`src/rtl/mem_arbiter_pkg.sv`:
```
// Shared encodings for the two-port memory arbiter: FSM states, owner codes, grant indices.
package mem_arbiter_pkg;

   typedef enum logic [1:0] {
      ST_ARB_IDLE   = 2'b00,
      ST_ARB_ACCESS = 2'b01,
      ST_ARB_RESP   = 2'b10
   } arb_state_e;

   localparam logic [1:0] OWN_NONE = 2'b00;
   localparam logic [1:0] OWN_CPU  = 2'b01;
   localparam logic [1:0] OWN_DMA  = 2'b10;

   localparam logic GNT_CPU = 1'b0;
   localparam logic GNT_DMA = 1'b1;

   function automatic logic [1:0] owner_of(input logic gnt_idx);
      return (gnt_idx == GNT_DMA) ? OWN_DMA : OWN_CPU;
   endfunction

endpackage

```
`src/rtl/mem_arbiter_if.sv`:
```
// Requester, memory and status signals of mem_arbiter; slave is the arbiter's view.
interface mem_arbiter_if;
   import mem_arbiter_pkg::*;

   logic        iCpuReq;
   logic        iCpuWe;
   logic [31:0] iCpuAddr;
   logic [31:0] iCpuWData;
   logic [31:0] oCpuRData;
   logic        oCpuAck;

   logic        iDmaReq;
   logic        iDmaWe;
   logic [31:0] iDmaAddr;
   logic [31:0] iDmaWData;
   logic [31:0] oDmaRData;
   logic        oDmaAck;

   logic [31:0] oMemAddr;
   logic [31:0] oMemWData;
   logic        oMemRead;
   logic        oMemWrite;
   logic [31:0] iMemRData;

   logic [1:0]  oOwner;
   arb_state_e  oState;

   modport slave (
      input  iCpuReq, iCpuWe, iCpuAddr, iCpuWData,
      input  iDmaReq, iDmaWe, iDmaAddr, iDmaWData,
      input  iMemRData,
      output oCpuRData, oCpuAck, oDmaRData, oDmaAck,
      output oMemAddr, oMemWData, oMemRead, oMemWrite,
      output oOwner, oState
   );

   modport master (
      output iCpuReq, iCpuWe, iCpuAddr, iCpuWData,
      output iDmaReq, iDmaWe, iDmaAddr, iDmaWData,
      output iMemRData,
      input  oCpuRData, oCpuAck, oDmaRData, oDmaAck,
      input  oMemAddr, oMemWData, oMemRead, oMemWrite,
      input  oOwner, oState
   );

endinterface

```
`src/rtl/mem_arbiter_rr_arb2.sv`:
```
// Combinational two-way round-robin pick: on a tie the port that did not win last time wins.
module rr_arb2
   import mem_arbiter_pkg::*;
(
   input  logic [1:0] req,
   input  logic       last_grant,
   output logic       gnt_vld,
   output logic       gnt_idx
);

   always_comb begin
      gnt_vld = |req;
      gnt_idx = (req == 2'b11) ? ~last_grant : (req[1] ? GNT_DMA : GNT_CPU);
   end

endmodule

```
`src/rtl/mem_arbiter.sv`:
```
// CPU/DMA single-memory arbiter: IDLE samples requests, ACCESS strobes memory, RESP acks the owner.
// One transaction per three cycles; all outputs are registered.
module mem_arbiter
   import mem_arbiter_pkg::*;
(
   input  logic         iCLK,
   input  logic         iRST,
   mem_arbiter_if.slave bus
);

   arb_state_e  state_q, state_d;
   logic        last_grant_q, last_grant_d;
   logic        cap_we_q, cap_we_d;
   logic [31:0] cap_addr_q, cap_addr_d;
   logic [31:0] cap_wdata_q, cap_wdata_d;
   logic [1:0]  owner_q, owner_d;
   logic        mem_read_q, mem_read_d;
   logic        mem_write_q, mem_write_d;
   logic [31:0] mem_addr_q, mem_addr_d;
   logic [31:0] mem_wdata_q, mem_wdata_d;
   logic        cpu_ack_q, cpu_ack_d;
   logic        dma_ack_q, dma_ack_d;
   logic [31:0] cpu_rdata_q, cpu_rdata_d;
   logic [31:0] dma_rdata_q, dma_rdata_d;

   logic        gnt_vld;
   logic        gnt_idx;
   logic        sel_we;
   logic [31:0] sel_addr;
   logic [31:0] sel_wdata;

   rr_arb2 u_rr_arb2 (
      .req        ({bus.iDmaReq, bus.iCpuReq}),
      .last_grant (last_grant_q),
      .gnt_vld    (gnt_vld),
      .gnt_idx    (gnt_idx)
   );

   assign sel_we    = gnt_idx ? bus.iDmaWe    : bus.iCpuWe;
   assign sel_addr  = gnt_idx ? bus.iDmaAddr  : bus.iCpuAddr;
   assign sel_wdata = gnt_idx ? bus.iDmaWData : bus.iCpuWData;

   always_comb begin
      state_d      = state_q;
      last_grant_d = last_grant_q;
      cap_we_d     = cap_we_q;
      cap_addr_d   = cap_addr_q;
      cap_wdata_d  = cap_wdata_q;
      owner_d      = owner_q;
      cpu_rdata_d  = cpu_rdata_q;
      dma_rdata_d  = dma_rdata_q;
      mem_read_d   = 1'b0;
      mem_write_d  = 1'b0;
      mem_addr_d   = '0;
      mem_wdata_d  = '0;
      cpu_ack_d    = 1'b0;
      dma_ack_d    = 1'b0;

      case (state_q)
         ST_ARB_IDLE: begin
            owner_d = OWN_NONE;
            if (gnt_vld) begin
               state_d      = ST_ARB_ACCESS;
               last_grant_d = gnt_idx;
               owner_d      = owner_of(gnt_idx);
               cap_we_d     = sel_we;
               cap_addr_d   = sel_addr;
               cap_wdata_d  = sel_wdata;
               // Strobes are loaded here so they are live for exactly the ACCESS cycle.
               mem_read_d   = ~sel_we;
               mem_write_d  = sel_we;
               mem_addr_d   = sel_addr;
               mem_wdata_d  = sel_wdata;
            end
         end
         ST_ARB_ACCESS: begin
            state_d   = ST_ARB_RESP;
            cpu_ack_d = (owner_q == OWN_CPU);
            dma_ack_d = (owner_q == OWN_DMA);
            if (!cap_we_q && owner_q == OWN_CPU) cpu_rdata_d = bus.iMemRData;
            if (!cap_we_q && owner_q == OWN_DMA) dma_rdata_d = bus.iMemRData;
         end
         ST_ARB_RESP: begin
            state_d = ST_ARB_IDLE;
            owner_d = OWN_NONE;
         end
         default: begin
            state_d = ST_ARB_IDLE;
            owner_d = OWN_NONE;
         end
      endcase
   end

   always_ff @(posedge iCLK or posedge iRST) begin
      if (iRST) begin
         state_q      <= ST_ARB_IDLE;
         last_grant_q <= GNT_DMA;
         cap_we_q     <= 1'b0;
         cap_addr_q   <= '0;
         cap_wdata_q  <= '0;
         owner_q      <= OWN_NONE;
         mem_read_q   <= 1'b0;
         mem_write_q  <= 1'b0;
         mem_addr_q   <= '0;
         mem_wdata_q  <= '0;
         cpu_ack_q    <= 1'b0;
         dma_ack_q    <= 1'b0;
         cpu_rdata_q  <= '0;
         dma_rdata_q  <= '0;
      end else begin
         state_q      <= state_d;
         last_grant_q <= last_grant_d;
         cap_we_q     <= cap_we_d;
         cap_addr_q   <= cap_addr_d;
         cap_wdata_q  <= cap_wdata_d;
         owner_q      <= owner_d;
         mem_read_q   <= mem_read_d;
         mem_write_q  <= mem_write_d;
         mem_addr_q   <= mem_addr_d;
         mem_wdata_q  <= mem_wdata_d;
         cpu_ack_q    <= cpu_ack_d;
         dma_ack_q    <= dma_ack_d;
         cpu_rdata_q  <= cpu_rdata_d;
         dma_rdata_q  <= dma_rdata_d;
      end
   end

   assign bus.oMemRead  = mem_read_q;
   assign bus.oMemWrite = mem_write_q;
   assign bus.oMemAddr  = mem_addr_q;
   assign bus.oMemWData = mem_wdata_q;
   assign bus.oCpuAck   = cpu_ack_q;
   assign bus.oDmaAck   = dma_ack_q;
   assign bus.oCpuRData = cpu_rdata_q;
   assign bus.oDmaRData = dma_rdata_q;
   assign bus.oOwner    = owner_q;
   assign bus.oState    = state_q;

endmodule

```
`src/flat_wrapper.sv`:
```
// flat-port wrapper written by rule: the top's interface ports become plain ports
module mem_arbiter_flat import mem_arbiter_pkg::*;
  (iCLK, iRST, bus_iCpuReq, bus_iCpuWe, bus_iCpuAddr, bus_iCpuWData, bus_iDmaReq, bus_iDmaWe, bus_iDmaAddr, bus_iDmaWData, bus_iMemRData, bus_oCpuRData, bus_oCpuAck, bus_oDmaRData, bus_oDmaAck, bus_oMemAddr, bus_oMemWData, bus_oMemRead, bus_oMemWrite, bus_oOwner, bus_oState);
  mem_arbiter_if bus_i ();
  input  logic iCLK;
  input  logic iRST;
  input wire logic [$bits(bus_i.iCpuReq)-1:0] bus_iCpuReq;
  input wire logic [$bits(bus_i.iCpuWe)-1:0] bus_iCpuWe;
  input wire logic [$bits(bus_i.iCpuAddr)-1:0] bus_iCpuAddr;
  input wire logic [$bits(bus_i.iCpuWData)-1:0] bus_iCpuWData;
  input wire logic [$bits(bus_i.iDmaReq)-1:0] bus_iDmaReq;
  input wire logic [$bits(bus_i.iDmaWe)-1:0] bus_iDmaWe;
  input wire logic [$bits(bus_i.iDmaAddr)-1:0] bus_iDmaAddr;
  input wire logic [$bits(bus_i.iDmaWData)-1:0] bus_iDmaWData;
  input wire logic [$bits(bus_i.iMemRData)-1:0] bus_iMemRData;
  output wire logic [$bits(bus_i.oCpuRData)-1:0] bus_oCpuRData;
  output wire logic [$bits(bus_i.oCpuAck)-1:0] bus_oCpuAck;
  output wire logic [$bits(bus_i.oDmaRData)-1:0] bus_oDmaRData;
  output wire logic [$bits(bus_i.oDmaAck)-1:0] bus_oDmaAck;
  output wire logic [$bits(bus_i.oMemAddr)-1:0] bus_oMemAddr;
  output wire logic [$bits(bus_i.oMemWData)-1:0] bus_oMemWData;
  output wire logic [$bits(bus_i.oMemRead)-1:0] bus_oMemRead;
  output wire logic [$bits(bus_i.oMemWrite)-1:0] bus_oMemWrite;
  output wire logic [$bits(bus_i.oOwner)-1:0] bus_oOwner;
  output wire logic [$bits(bus_i.oState)-1:0] bus_oState;
  assign bus_i.iCpuReq = bus_iCpuReq;
  assign bus_i.iCpuWe = bus_iCpuWe;
  assign bus_i.iCpuAddr = bus_iCpuAddr;
  assign bus_i.iCpuWData = bus_iCpuWData;
  assign bus_i.iDmaReq = bus_iDmaReq;
  assign bus_i.iDmaWe = bus_iDmaWe;
  assign bus_i.iDmaAddr = bus_iDmaAddr;
  assign bus_i.iDmaWData = bus_iDmaWData;
  assign bus_i.iMemRData = bus_iMemRData;
  assign bus_oCpuRData = bus_i.oCpuRData;
  assign bus_oCpuAck = bus_i.oCpuAck;
  assign bus_oDmaRData = bus_i.oDmaRData;
  assign bus_oDmaAck = bus_i.oDmaAck;
  assign bus_oMemAddr = bus_i.oMemAddr;
  assign bus_oMemWData = bus_i.oMemWData;
  assign bus_oMemRead = bus_i.oMemRead;
  assign bus_oMemWrite = bus_i.oMemWrite;
  assign bus_oOwner = bus_i.oOwner;
  assign bus_oState = bus_i.oState;
  mem_arbiter u_core (.iCLK(iCLK), .iRST(iRST), .bus(bus_i));
endmodule
```
`config.mk`:
```
export PLATFORM = sky130hd
export DESIGN_NAME = mem_arbiter_flat
export DESIGN_NICKNAME = d
export VERILOG_FILES = /design/src/rtl/mem_arbiter_pkg.sv /design/src/rtl/mem_arbiter_if.sv /design/src/rtl/mem_arbiter_rr_arb2.sv /design/src/rtl/mem_arbiter.sv /design/src/flat_wrapper.sv
export SDC_FILE = /design/constraint.sdc
export NUM_CORES = 1
export LEC_CHECK = 0
export ABC_AREA = 1
export BUFFER_PORTS_ARGS = -buffer_cell sky130_fd_sc_hd__buf_2
export CORE_MARGIN = 2
export CORE_UTILIZATION = 35
export CTS_BUF_LIST = sky130_fd_sc_hd__clkbuf_2
export DETAILED_ROUTE_END_ITERATION = 6
export GPL_TIMING_DRIVEN = 0
export PLACE_DENSITY = 0.72
export SYNTH_ARGS = -nofsm -noshare
export SYNTH_HDL_FRONTEND = slang
export SYNTH_SLANG_ARGS = --single-unit
```
`constraint.sdc`:
```
create_clock -name iCLK -period 9.65 [get_ports iCLK]
set_input_delay 0.965 -clock iCLK [delete_from_list [all_inputs] [get_ports iCLK]]
set_output_delay 0.965 -clock iCLK [all_outputs]
set_load 0.1 [all_outputs]
```
Word-level counts from Yosys, hierarchy flattened
Index checks and enable logic that the tools add are counted.
{"block": "totals", "ff_bits": 138, "inputBits": 166}
{"block": "op_classes", "eq_ne": 5, "n_mux": 20, "bitwise": 2, "n_reduce_logical": 8}
{"op": "32-bit 2-to-1 mux", "n": 6}
{"op": "1-bit 2-to-1 mux", "n": 9}
{"op": "2-bit one-hot mux with 2 select lines", "n": 2}
{"op": "2-bit 2-to-1 mux", "n": 3}
{"op": "2-bit AND reduction", "n": 3}
{"op": "2-bit by 1-bit == test with 1-bit output (second input constant)", "n": 2}
{"op": "2-bit == test (second input constant)", "n": 2}
{"op": "1-bit logical AND", "n": 2}
{"op": "2-bit zero test", "n": 1}
{"op": "2-bit by 1-bit inequality test with 1-bit output (second input constant)", "n": 1}
{"op": "1-bit inverter", "n": 2}
{"op": "2-bit OR reduction", "n": 1}
{"op": "1-bit zero test", "n": 1}

Longest topological paths before layout
{"block": "depth", "depth_word": 6, "mapped_depth": 7}

By module
From an unflattened synthesis, not the netlist that was laid out.
{"block": "hier_totals", "hier_cells": 603, "hier_area_um2": 5472.7}
{"mod": "mem_arbiter", "instances": 1, "cells_per_inst": 600, "area_per_inst_um2": 5457.7}
{"mod": "rr_arb2", "instances": 1, "cells_per_inst": 3, "area_per_inst_um2": 15.0}

Worst setup path before layout
No wires, ideal clock.
{"block": "synth_timing", "path_kind": "reg-to-output", "start": "reg u_core.owner_q[0], in the netlist u_core.bus.oOwner[0]", "end": "out bus_oOwner[0]", "arrival_ns": 1.010, "required_ns": 8.685, "slack_ns": 7.675, "path_stages_with_launch": 1, "path_buffers": 0, "path_cell_list": "dfrtp_1"}
{"item": "from (decl)", "line": "mem_arbiter.sv:16", "source": "logic [1:0] owner_q, owner_d;"}
{"item": "from (signal assigned)", "line": "mem_arbiter.sv:116", "source": "owner_q <= owner_d;"}
{"item": "to (decl)", "line": "flat_wrapper.sv:24", "source": "output wire logic [$bits(bus_i.oOwner)-1:0] bus_oOwner;"}
No word-level cell between the ends.

Worst setup path in the final report
{"block": "layout_timing", "start": "reg u_core.owner_q[0], in the netlist u_core.bus.oOwner[0]", "end": "out bus_oOwner[0]"}
No word-level cell between the ends.

==> report_table.html <==
<table>
<tr><th>Metric</th><th>Value</th></tr>
<tr><th colspan="2">Die</th></tr>
<tr><td>Total number of placement rows</td><td>46</td></tr>
<tr><td>Die boundary width</td><td>130 um</td></tr>
<tr><td>Starting Density</td><td>35.3%</td></tr>
<tr><td>Die footprint</td><td>16900 um^2</td></tr>
<tr><td>Number of placed I/O pins</td><td>302</td></tr>
<tr><td>DIE HEIGHT</td><td>130 um</td></tr>
<tr><td>Core ar.</td><td>15700 um^2</td></tr>
<tr><th colspan="2">Logic synthesis</th></tr>
<tr><td>Number of cells produced by synthesis</td><td>602</td></tr>
<tr><td>Total of warnings raised by yosys</td><td>0</td></tr>
<tr><td>Most repeated cell in the gate-level netlist after synthesis</td><td>sky130_fd_sc_hd__nand2_1</td></tr>
<tr><td>Main flop type after synthesis</td><td>sky130_fd_sc_hd__dfrtp_1</td></tr>
<tr><td>Largest area contributor in the synthesized netlist</td><td>sky130_fd_sc_hd__dfrtp_1</td></tr>
<tr><td>Post-synthesis sequential area ratio</td><td>62.3%</td></tr>
<tr><td>Average cell area after synthesis</td><td>9.22 um^2</td></tr>
<tr><td>Ys async rst share</td><td>100%</td></tr>
<tr><td>Area fraction of the dominant cell type after synthesis</td><td>61.8%</td></tr>
<tr><td>Post-synthesis register bit count</td><td>138</td></tr>
<tr><td>Post-synth design cell area</td><td>5550 um^2</td></tr>
<tr><td>Leading cell types by count after synthesis</td><td>sky130_fd_sc_hd__nand2_1, sky130_fd_sc_hd__dfrtp_1, sky130_fd_sc_hd__nor2_1, sky130_fd_sc_hd__nand3_1, sky130_fd_sc_hd__o21ai_0</td></tr>
<tr><td>Synthesized Nets</td><td>768</td></tr>
<tr><td>Biggest area contributors in the synthesized netlist</td><td>sky130_fd_sc_hd__dfrtp_1, sky130_fd_sc_hd__nand2_1, sky130_fd_sc_hd__nor2_1</td></tr>
<tr><td>Number of synthesized flops with an enable pin</td><td>0</td></tr>
<tr><td>Number of distinct library cells after synthesis</td><td>20</td></tr>
<tr><th colspan="2">CTS</th></tr>
<tr><td>Quantity of hold-fixing buffers added after cts</td><td>0</td></tr>
<tr><td>TritonCTS clock tree</td><td>done</td></tr>
<tr><td>Worst-Skew Late Latency</td><td>0.70 ns</td></tr>
<tr><td>Clock tree root driver cell</td><td>sky130_fd_sc_hd__clkbuf_2</td></tr>
<tr><td>Number of sinks on the clock net</td><td>138</td></tr>
<tr><td>Total clock buffers created by CTS</td><td>17</td></tr>
<tr><td>Post-CTS setup buffers</td><td>0</td></tr>
<tr><td>Clock-pin slew on the worst setup and hold paths</td><td>0.23 ns</td></tr>
<tr><td>CTS-repair resized insts</td><td>0</td></tr>
<tr><td>H-tree depth</td><td>4</td></tr>
<tr><td>Longest Clk Path Bufs</td><td>2</td></tr>
<tr><th colspan="2">GRT</th></tr>
<tr><td>Aggregate global-route resource usage</td><td>19.8%</td></tr>
<tr><td>Via count of the first global-routing pass</td><td>5026</td></tr>
<tr><td>Pin count of the biggest net entering global routing</td><td>71</td></tr>
<tr><td>Initial antenna violation count</td><td>1</td></tr>
<tr><td>Congestion Overflow GR</td><td>0</td></tr>
<tr><td>Global-route wire length before repair</td><td>25500 um</td></tr>
<tr><th colspan="2">Detailed routing</th></tr>
<tr><td>Number of vias in the routed layout</td><td>5179</td></tr>
<tr><td>DR pass1 iterations</td><td>4</td></tr>
<tr><td>DRT iter0 DRCs</td><td>214</td></tr>
<tr><td>Post-DRT Antenna Nets</td><td>0</td></tr>
<tr><td>Wirelength per Cell</td><td>14.6 um</td></tr>
<tr><td>Via density</td><td>4.49</td></tr>
<tr><td>Wire length reported by the detailed router</td><td>16800 um</td></tr>
<tr><td>Post-detailed-route DRC marker count</td><td>0</td></tr>
<tr><th colspan="2">Cells and area</th></tr>
<tr><td>Share of post-route cells with drive strength above 1</td><td>40.0%</td></tr>
<tr><td>Net count, final</td><td>1089</td></tr>
<tr><td>Layout overhead on the synthesized area</td><td>36.9%</td></tr>
<tr><td>Sequential cell area</td><td>3450 um^2</td></tr>
<tr><td>Multi-input gate area</td><td>1760 um^2</td></tr>
<tr><td>Fillcell total</td><td>1583</td></tr>
<tr><th colspan="2">Worst setup path</th></tr>
<tr><td>Required time at the endpoint of the critical path</td><td>8.69 ns</td></tr>
<tr><td>Crit path launch type</td><td>flop</td></tr>
<tr><td>Crit Path Category</td><td>reg -&gt; out</td></tr>
<tr><td>Element type at the critical path end</td><td>output pin</td></tr>
<tr><td>Peak fanout along the critical path</td><td>6</td></tr>
<tr><td>Max stage delay on crit path</td><td>0.54 ns</td></tr>
<tr><td>Cells along the critical path</td><td>buf_2</td></tr>
<tr><td>Cell with the largest stage delay on the worst path</td><td>sky130_fd_sc_hd__dfrtp_1</td></tr>
<tr><td>Launching element of the worst setup path</td><td>u_core.bus.oOwner[0]$_DFFE_PP0N_</td></tr>
<tr><td>Buffers plus inverters on the worst setup path</td><td>1</td></tr>
<tr><td>Crit path DAT</td><td>1.74 ns</td></tr>
<tr><td>Critical R2R Launch</td><td>u_core.last_grant_q$_DFFE_PP1P_</td></tr>
<tr><td>Cell family with the largest share of critical-path delay</td><td>flip-flops</td></tr>
<tr><th colspan="2">STA</th></tr>
<tr><td>Setup violation total in the final timing report</td><td>0</td></tr>
<tr><td>RSZ-0062 raised after global routing</td><td>false</td></tr>
<tr><td>Max Clk Rate</td><td>370 MHz</td></tr>
<tr><td>Final worst-path cycle share</td><td>28.0%</td></tr>
<tr><td>Worst slew margin</td><td>57.5%</td></tr>
<tr><td>Fin Clk Skew</td><td>0.0293 ns</td></tr>
<tr><td>Worst slew pin tran</td><td>0.637 ns</td></tr>
<tr><td>Post-layout min period</td><td>2.70 ns</td></tr>
<tr><td>Number of max-slew violations in the final report</td><td>0</td></tr>
<tr><td>Fin. Hold Viols</td><td>0</td></tr>
<tr><td>Post-route setup TNS</td><td>0 ns</td></tr>
<tr><th colspan="2">Outcome</th></tr>
<tr><td>Result of the run</td><td>complete, no violations</td></tr>
<tr><th colspan="2">Job</th></tr>
<tr><td>Number of max-capacitance violations reported</td><td>0</td></tr>
<tr><th colspan="2">Placed design</th></tr>
<tr><td>Final HPWL from detailed placement</td><td>12900 um</td></tr>
<tr><td>Routability congestion estimate from global placement</td><td>0.784</td></tr>
<tr><td>Count of port buffers added during placement</td><td>301</td></tr>
<tr><th colspan="2">Worst hold path</th></tr>
<tr><td>Path type of the worst min-delay path</td><td>in -&gt; async</td></tr>
</table>
[worst paths after layout]
kind	endpoint	slack (ns)	depth (start not counted)
worst max-delay path	bus_oOwner[0]	6.95	1
worst min-delay path	u_core.bus.oMemWData[15]$_DFF_PP0_	0.32	2
worst max register to register	u_core.bus.oMemWData[24]$_DFF_PP0_	8.03	6
worst min register to register	u_core.last_grant_q$_DFFE_PP1P_	0.49	2
max in group asynchronous	u_core.last_grant_q$_DFFE_PP1P_	8.53	3
min in group iCLK	u_core.bus.oMemWData[11]$_DFF_PP0_	0.48	3
[cell families after synthesis]
kind of cell,after synthesis,share of synthesized area [%]
compound gates,67,6.04
buf+inv,53,6.07
flops,138,62.3
simple gates,344,25.6
[layout make-up]
class                   instances  share of cell area, %
repair buffers                302                   20.2
inverters                      13                  0.708
clock buffers                  17                   1.12
clock inverters                15                   1.99
well taps                     216                   3.56
flip-flops and latches        138                   45.5
diodes                          1                 0.0329
multi-input cells             411                   23.1
plain buffers                  40                   3.79
[layer usage]
layer	up-vias	global-route usage, %	part of all wire [%]
li1	2568	-	-
met1	2374	22.9	40
met2	216	34.8	51
met3	21	6.15	7.0
met4	0	7.02	2.0
met5	-	0	0
[sequential cells by signal (all words and copies together) (netlist names)]
signal / cells
u_core.bus.oMemWData: 32
u_core.bus.oDmaAck: 1
u_core.bus.oDmaRData: 32
u_core.bus.oMemRead: 1
u_core.bus.oOwner: 2
u_core.bus.oMemWrite: 1
u_core.bus.oCpuAck: 1
u_core.cap_we_q: 1
u_core.bus.oCpuRData: 32
u_core.bus.oMemAddr: 32
u_core.bus.oState: 2
u_core.last_grant_q: 1
[layout by cell type, fill, tap and decap left out, drive strengths merged]
master    count
dfrtp       137
clkbuf       29
nand2       139
o21ai        66
a21oi         1
diode         1
buf         330
inv          14
nor2        134
nor3          3
nand3        68
bufinv        2
clkinvlp      5
clkinv        7
dfstp         1
[metrics by stage]
stage / hold slack (ns) / cell area (um^2) / util [%] / setup slack [ns] / cells
after global routing: 0.279 / 7600 / 48.4 / 6.80 / 1153
after CTS: 0.246 / 7590 / 48.3 / 6.83 / 1152
after global placement: 0.448 / 7330 / 46.6 / 3.41 / 1119
after floorplan: 0.443 / 5550 / - / 4.99 / 602
after detailed placement: 0.453 / 7360 / 46.8 / 7.52 / 1120
final: 0.323 / 7600 / 48.4 / 6.95 / 1153
Power is not shown: default switching activity piles up to over one toggle a cycle in this logic, so the estimate is an artifact.
